<file path="src/rtl/multicycle_control_if.sv">
`default_nettype none
// +------------------------------------------------------------------+
// | multicycle_control_if : instruction/memory/datapath control bus  |
// | Revision 1.0                                                     |
// +------------------------------------------------------------------+
interface multicycle_control_if;
  logic [31:0] instr;
  logic        mem_ready;
  logic        alu_zero;
  logic        mem_req;
  logic        mem_we;
  logic        mem_addr_src;
  logic        ir_write;
  logic        pc_write;
  logic [1:0]  pc_src;
  logic        reg_write;
  logic [1:0]  wb_src;
  logic        alu_src_b;
  logic [2:0]  alu_ctrl;
  logic        retire;
  logic        illegal;
  logic        timeout;

  modport master (
    input  instr, mem_ready, alu_zero,
    output mem_req, mem_we, mem_addr_src, ir_write, pc_write, pc_src,
           reg_write, wb_src, alu_src_b, alu_ctrl, retire, illegal, timeout
  );

  modport slave (
    output instr, mem_ready, alu_zero,
    input  mem_req, mem_we, mem_addr_src, ir_write, pc_write, pc_src,
           reg_write, wb_src, alu_src_b, alu_ctrl, retire, illegal, timeout
  );
endinterface
`default_nettype wire

</file>
<file path="src/rtl/multicycle_control.sv">
`default_nettype none
// +------------------------------------------------------------------+
// | multicycle_control : FSM sequencing fetch/decode/exec/mem/wb     |
// | Revision 1.0                                                     |
// +------------------------------------------------------------------+
module multicycle_control #(
  parameter int IMM_OPS = 1,
  parameter int JAL_EN  = 1,
  parameter int TIMEOUT = 16
) (
  input logic                 clk,
  input logic                 rstn,
  multicycle_control_if.master bus
);

  localparam int                 c_cnt_w     = (TIMEOUT > 0) ? $clog2(TIMEOUT + 1) : 1;
  localparam logic [c_cnt_w-1:0] c_wait_last = c_cnt_w'(TIMEOUT - 1);
  localparam logic [c_cnt_w-1:0] c_cnt_one   = c_cnt_w'(1);

  typedef enum logic [2:0] {
    S_IDLE   = 3'd0,
    S_FETCH  = 3'd1,
    S_DECODE = 3'd2,
    S_EXEC   = 3'd3,
    S_MEM    = 3'd4,
    S_WB     = 3'd5,
    S_TRAP   = 3'd6
  } state_t;

  state_t              r_state, w_next;
  logic [c_cnt_w-1:0]  r_wait;
  logic                r_illegal, r_timeout;

  logic [6:0] w_opcode, w_funct7;
  logic [2:0] w_funct3, w_logic_op;
  logic       w_is_r, w_is_i, w_is_ld, w_is_sd, w_is_beq, w_is_jal, w_legal;
  logic       w_in_mem, w_expire, w_f3_ok;
  logic       w_unused;

  assign w_opcode = bus.instr[6:0];
  assign w_funct3 = bus.instr[14:12];
  assign w_funct7 = bus.instr[31:25];
  assign w_unused = ^{bus.instr[24:15], bus.instr[11:7]};

  assign w_f3_ok  = (w_funct3 == 3'd0) || (w_funct3 == 3'd6) || (w_funct3 == 3'd7);
  assign w_is_r   = (w_opcode == 7'd51) && w_f3_ok &&
                    ((w_funct3 != 3'd0) || (w_funct7 == 7'd0) || (w_funct7 == 7'd32));
  assign w_is_i   = (IMM_OPS != 0) && (w_opcode == 7'd19) && w_f3_ok;
  assign w_is_ld  = (w_opcode == 7'd3)  && (w_funct3 == 3'd3);
  assign w_is_sd  = (w_opcode == 7'd35) && (w_funct3 == 3'd3);
  assign w_is_beq = (w_opcode == 7'd99) && (w_funct3 == 3'd0);
  assign w_is_jal = (JAL_EN != 0) && (w_opcode == 7'd111);
  assign w_legal  = w_is_r | w_is_i | w_is_ld | w_is_sd | w_is_beq | w_is_jal;

  // funct3 7 -> and, 6 -> or, 0 -> add (sub override handled for R-type)
  assign w_logic_op = (w_funct3 == 3'd7) ? 3'b000 :
                      (w_funct3 == 3'd6) ? 3'b001 : 3'b010;

  assign w_in_mem = (r_state == S_FETCH) || (r_state == S_MEM);
  assign w_expire = (TIMEOUT != 0) && w_in_mem && !bus.mem_ready && (r_wait == c_wait_last);

  always_comb begin
    w_next            = r_state;
    bus.mem_req       = 1'b0;
    bus.mem_we        = 1'b0;
    bus.mem_addr_src  = 1'b0;
    bus.ir_write      = 1'b0;
    bus.pc_write      = 1'b0;
    bus.pc_src        = 2'b00;
    bus.reg_write     = 1'b0;
    bus.wb_src        = 2'b00;
    bus.alu_src_b     = 1'b0;
    bus.alu_ctrl      = 3'b010;
    bus.retire        = 1'b0;
    case (r_state)
      S_IDLE: begin
        bus.alu_ctrl = 3'b000;
        w_next       = S_FETCH;
      end
      S_FETCH: begin
        bus.mem_req = 1'b1;
        if (w_expire) begin
          w_next = S_TRAP;
        end else if (bus.mem_ready) begin
          bus.ir_write = 1'b1;
          bus.pc_write = 1'b1;
          w_next       = S_DECODE;
        end
      end
      S_DECODE: w_next = w_legal ? S_EXEC : S_TRAP;
      S_EXEC: begin
        if (w_is_r) begin
          bus.alu_ctrl = ((w_funct3 == 3'd0) && (w_funct7 == 7'd32)) ? 3'b110 : w_logic_op;
          w_next       = S_WB;
        end else if (w_is_i) begin
          bus.alu_src_b = 1'b1;
          bus.alu_ctrl  = w_logic_op;
          w_next        = S_WB;
        end else if (w_is_ld || w_is_sd) begin
          bus.alu_src_b = 1'b1;
          w_next        = S_MEM;
        end else if (w_is_beq) begin
          bus.alu_ctrl = 3'b110;
          bus.pc_write = bus.alu_zero;
          bus.pc_src   = 2'b01;
          bus.retire   = 1'b1;
          w_next       = S_FETCH;
        end else begin
          bus.pc_write  = 1'b1;
          bus.pc_src    = 2'b10;
          bus.reg_write = 1'b1;
          bus.wb_src    = 2'b10;
          bus.retire    = 1'b1;
          w_next        = S_FETCH;
        end
      end
      S_MEM: begin
        bus.mem_req      = 1'b1;
        bus.mem_addr_src = 1'b1;
        bus.mem_we       = w_is_sd;
        if (w_expire) begin
          w_next = S_TRAP;
        end else if (bus.mem_ready) begin
          bus.retire = w_is_sd;
          w_next     = w_is_sd ? S_FETCH : S_WB;
        end
      end
      S_WB: begin
        bus.reg_write = 1'b1;
        bus.wb_src    = w_is_ld ? 2'b01 : 2'b00;
        bus.retire    = 1'b1;
        w_next        = S_FETCH;
      end
      S_TRAP:  bus.alu_ctrl = 3'b000;
      default: begin
        bus.alu_ctrl = 3'b000;
        w_next       = S_IDLE;
      end
    endcase
  end

  assign bus.illegal = r_illegal;
  assign bus.timeout = r_timeout;

  // Counter idles at zero outside FETCH/MEM, so every entry starts clean.
  always_ff @(posedge clk or negedge rstn) begin
    if (!rstn) begin
      r_state   <= S_IDLE;
      r_wait    <= '0;
      r_illegal <= 1'b0;
      r_timeout <= 1'b0;
    end else begin
      r_state <= w_next;
      r_wait  <= (w_in_mem && !bus.mem_ready) ? r_wait + c_cnt_one : '0;
      if ((r_state == S_DECODE) && !w_legal) r_illegal <= 1'b1;
      if (w_expire) r_timeout <= 1'b1;
    end
  end

endmodule
`default_nettype wire

</file>
<file path="src/flat_wrapper.sv">
// flat-port wrapper written by rule: the top's interface ports become plain ports
module multicycle_control_flat 
#(
  parameter int IMM_OPS = 1,
  parameter int JAL_EN  = 1,
  parameter int TIMEOUT = 16
)
  (clk, rstn, bus_instr, bus_mem_ready, bus_alu_zero, bus_mem_req, bus_mem_we, bus_mem_addr_src, bus_ir_write, bus_pc_write, bus_pc_src, bus_reg_write, bus_wb_src, bus_alu_src_b, bus_alu_ctrl, bus_retire, bus_illegal, bus_timeout);
  multicycle_control_if bus_i ();
  input logic clk;
  input logic rstn;
  input wire logic [$bits(bus_i.instr)-1:0] bus_instr;
  input wire logic [$bits(bus_i.mem_ready)-1:0] bus_mem_ready;
  input wire logic [$bits(bus_i.alu_zero)-1:0] bus_alu_zero;
  output wire logic [$bits(bus_i.mem_req)-1:0] bus_mem_req;
  output wire logic [$bits(bus_i.mem_we)-1:0] bus_mem_we;
  output wire logic [$bits(bus_i.mem_addr_src)-1:0] bus_mem_addr_src;
  output wire logic [$bits(bus_i.ir_write)-1:0] bus_ir_write;
  output wire logic [$bits(bus_i.pc_write)-1:0] bus_pc_write;
  output wire logic [$bits(bus_i.pc_src)-1:0] bus_pc_src;
  output wire logic [$bits(bus_i.reg_write)-1:0] bus_reg_write;
  output wire logic [$bits(bus_i.wb_src)-1:0] bus_wb_src;
  output wire logic [$bits(bus_i.alu_src_b)-1:0] bus_alu_src_b;
  output wire logic [$bits(bus_i.alu_ctrl)-1:0] bus_alu_ctrl;
  output wire logic [$bits(bus_i.retire)-1:0] bus_retire;
  output wire logic [$bits(bus_i.illegal)-1:0] bus_illegal;
  output wire logic [$bits(bus_i.timeout)-1:0] bus_timeout;
  assign bus_i.instr = bus_instr;
  assign bus_i.mem_ready = bus_mem_ready;
  assign bus_i.alu_zero = bus_alu_zero;
  assign bus_mem_req = bus_i.mem_req;
  assign bus_mem_we = bus_i.mem_we;
  assign bus_mem_addr_src = bus_i.mem_addr_src;
  assign bus_ir_write = bus_i.ir_write;
  assign bus_pc_write = bus_i.pc_write;
  assign bus_pc_src = bus_i.pc_src;
  assign bus_reg_write = bus_i.reg_write;
  assign bus_wb_src = bus_i.wb_src;
  assign bus_alu_src_b = bus_i.alu_src_b;
  assign bus_alu_ctrl = bus_i.alu_ctrl;
  assign bus_retire = bus_i.retire;
  assign bus_illegal = bus_i.illegal;
  assign bus_timeout = bus_i.timeout;
  multicycle_control #(.IMM_OPS(IMM_OPS), .JAL_EN(JAL_EN), .TIMEOUT(TIMEOUT)) u_core (.clk(clk), .rstn(rstn), .bus(bus_i));
endmodule
</file>
<file path="config.mk">
export PLATFORM = sky130hd
export DESIGN_NAME = multicycle_control_flat
export DESIGN_NICKNAME = d
export VERILOG_FILES = /design/src/rtl/multicycle_control_if.sv /design/src/rtl/multicycle_control.sv /design/src/flat_wrapper.sv
export SDC_FILE = /design/constraint.sdc
export NUM_CORES = 1
export LEC_CHECK = 0
export ABC_AREA = 1
export CELL_PAD_IN_SITES_DETAIL_PLACEMENT = 1
export CELL_PAD_IN_SITES_GLOBAL_PLACEMENT = 1
export CORE_MARGIN = 2
export CORE_UTILIZATION = 25
export DETAILED_ROUTE_END_ITERATION = 8
export PLACE_DENSITY_LB_ADDON = 0.15
export SLEW_MARGIN = 20
export SYNTH_ARGS = -nofsm -noshare
export SYNTH_HDL_FRONTEND = slang
export SYNTH_SLANG_ARGS = --single-unit
</file>
<file path="constraint.sdc">
create_clock -name clk -period 2.3 [get_ports clk]
set_input_delay 0.46 -clock clk [delete_from_list [all_inputs] [get_ports clk]]
set_output_delay 0.46 -clock clk [all_outputs]
set_load 0.01 [all_outputs]
</file>
==> results of run 1 <==
registers in the layout, indices dropped and copies added (netlist names):
register            flops
u_core.bus.illegal      1
u_core.bus.timeout      1
u_core.r_state          3
u_core.r_wait           5
final cells by class:
cell class | instances | area [µm²]
clock buffer | 4 | 36.3
multi-input combinational | 98 | 563
tap | 46 | 57.6
inverter | 28 | 108
sequential | 10 | 250
fill | 442 | 1820
timing repair buffer | 59 | 505
stage by stage:
step           std cells  instance area, µm²  total power [µW]  hold slack, ns  setup WS [ns]
4_1_cts              244                1480              1050           0.476        0.00864
3_3_place_gp         234                1410               900           0.451         -0.437
5_1_grt              245                1520              1140           0.505        -0.0162
3_5_place_dp         234                1410               925           0.458         -0.456
6_report             245                1520              1050           0.472         0.0863
2_1_floorplan        136                 865               614           0.164          0.468
cells by family after synthesis:
group / count (synthesis)
AND/OR/NAND/NOR: 86
buffers and inverters: 28
flip-flops: 10
AO/OA/AOI/OAI: 9
adder cells (fa/ha/maj): 2
XOR/XNOR: 1
metal layers:
metal	part of all wire	GRT usage	wire [µm]
met1	0.44	0.189	1280
met2	0.51	0.269	1470
met3	0.044	0.0396	128
met4	0	0.00833	0
met5	0	0	0
placed cells by master (no fill, tap or decap), types with 4 or more instances in the layout:
master and count:
nand2_1 23, buf_4 21, nand4_1 4, dfrtp_1 10, inv_2 9, buf_2 5, inv_1 18, nand3_1 11
nor2_1 16, clkdlybuf4s50_1 9, dlygate4sd2_1 10, nand2_2 10, dlymetal6s2s_1 7, nor2_2 8, nand2_4 4
power by group:
group	internal (µW)	switching (µW)	total, µW
Combinational	275	381	655
Clock	96.1	61.3	157
Sequential	210	25.2	235
Total	580	467	1050
worst min-delay path by stage:
stage | slack, ns | endpoint
after floorplan | 0.16 | u_core.bus.illegal
after global placement | 0.45 | u_core.bus.timeout
after detailed placement | 0.46 | u_core.bus.timeout
after CTS | 0.48 | u_core.bus.timeout
after global routing | 0.51 | u_core.bus.timeout
final | 0.47 | u_core.bus.timeout
repair_timing:
item / 4_1_cts / 5_1_grt
hold buffers: 0 / 0
pin swaps: 12 / 14
setup endpoints to repair: 12 / 12
buffers inserted: 6 / 1
resized for setup: 56 / 24
==> results.tsv, run 1 <==
metric	value	unit
status	completed	
syn_area	865	µm²
gr-usage-all-layers	0.150	
io_buffers	37	
path_cells	dlygate4sd2_1 -> nor2_2 -> nand2_2 -> inv_2 -> nand2_1 -> nand3_2 -> buf_6 -> nand4_1 -> buf_4 -> inv_1 -> buf_6	
die_w	62.8	µm
area_growth	75.8	%
grt_pass1_vias	1127	
synth_top_cell_by_area	dfrtp_1	
grt_max_degree	11	
core-area	0.00334	mm²
drive_above_1_share	0.377	
yosys-top-cells-count	nand2_1, inv_1, nor2_1	
grt_antenna_before_repair	0	
synth_compound_area_frac	0.0622	
tightest_slew	0.443	ns
synthXorXnorAreaFrac	0.0101	
ir_drop	0.000333	V
ys_async_sr_fraction	1.00	
cp.required	1.84	ns
clock_skew	0.00338	ns
synth_simple_gate_area_frac	0.485	
max_freq	452	MHz
ys_ff_latch	10	
ant_nets	0	
path_clk_slew	0.07	ns
cts_tree	yes	
die_h	62.8	µm
syn_inst	136	
synth_edf_count	0	
cts_sinks	10	
leakagePower	0.000853	µW
synth_cell_types	26	
setup_viol	0	
cpPeakStageDelay	0.27	ns
cts-root-buf	clkbuf_4	
cts_buffers	3	
post-dp-hpwl	2300	µm
cp_common_cell	buf_6	
relSlewSlack	0.704	
fin_setup_tns	0	ns
synth_fa_ha_area_frac	0.0289	
r2r_end	u_core.r_state[2]	
holdPathStages	1	
min_path_type	flop to flop	
yosys_warnings	0	
crit_end	bus_pc_src[1]	
htreeDepth	1	
clkLatencyLatePin	0.26	ns
powerDensity	689	mW/mm²
critPathLaunchType	input pin	
routed_wl	2880	µm
r2r_cells	9	
io_pins	53	
clockBufferDepth	2	
synth_top_area_frac	0.289	
worst-path-stages	11	
cp_slowest_cell	dlygate4sd2_1	
initial_core_util	0.259	
crit_buf_inv	6	
drtIter0Drc	15	
routedWlPerCell	11.8	µm
slew_violations	0	
worst_setup_path_end_kind	output port	
period_share	0.962	
nets	238	
worstPathArrival	1.75	ns
fin_crit	2.21	ns
first_pass_iters	4	
fin_util	0.456	
crit_type	input pin to output port	
path_max_fanout	4	
hp-start	u_core.bus.timeout	
gp_congestion	0.732	
num_rows	21	
vias	1094	
crit_family	buffers and inverters	
startpoint	bus_instr[12]	
die-area	0.00394	mm²
diodes	0	
grt_pass1_wl	4920	µm
synth_mux_area_frac	0	
seq_area_frac_synth	0.289	
postSynthAreaPerCell	6.36	µm²
cap_violations	0	
synth_top_family_by_area	simple AND/OR/NAND/NOR gates	
ys.flop_type	dfrtp_1	
finalHoldViolations	0	
yosysMostFrequentCell	nand2_1	
r2r_slack	0.60	ns
vias_per_cell	4.47	
drc_errors	0	
globalRouteOverflowTotal	0	
synth_area_leaders	dfrtp_1, nand2_1, inv_1	
r2r-start	u_core.r_wait[0]	
syn_nets	174	
(Power assumes the default switching activity.)
==> run 2: changes to the inputs <==
--- a/config.mk
+++ b/config.mk
@@ -6,6 +6,7 @@
 export NUM_CORES = 1
 export LEC_CHECK = 0
 export ABC_AREA = 1
+export ABC_CLOCK_PERIOD_IN_PS = 2300
 export CELL_PAD_IN_SITES_DETAIL_PLACEMENT = 1
 export CELL_PAD_IN_SITES_GLOBAL_PLACEMENT = 1
 export CORE_MARGIN = 2
==> results of run 2 <==
No change in the layout: final DEF, timing and power equal those of run 1.
==> run 3: changes to the inputs <==
--- a/config.mk
+++ b/config.mk
@@ -11,6 +11,8 @@
 export CELL_PAD_IN_SITES_GLOBAL_PLACEMENT = 1
 export CORE_MARGIN = 2
 export CORE_UTILIZATION = 25
+export CTS_CLUSTER_DIAMETER = 60
+export CTS_CLUSTER_SIZE = 40
 export DETAILED_ROUTE_END_ITERATION = 8
 export PLACE_DENSITY_LB_ADDON = 0.15
 export SLEW_MARGIN = 20
==> results of run 3 <==
No change in the layout: final DEF, timing and power equal those of run 1.
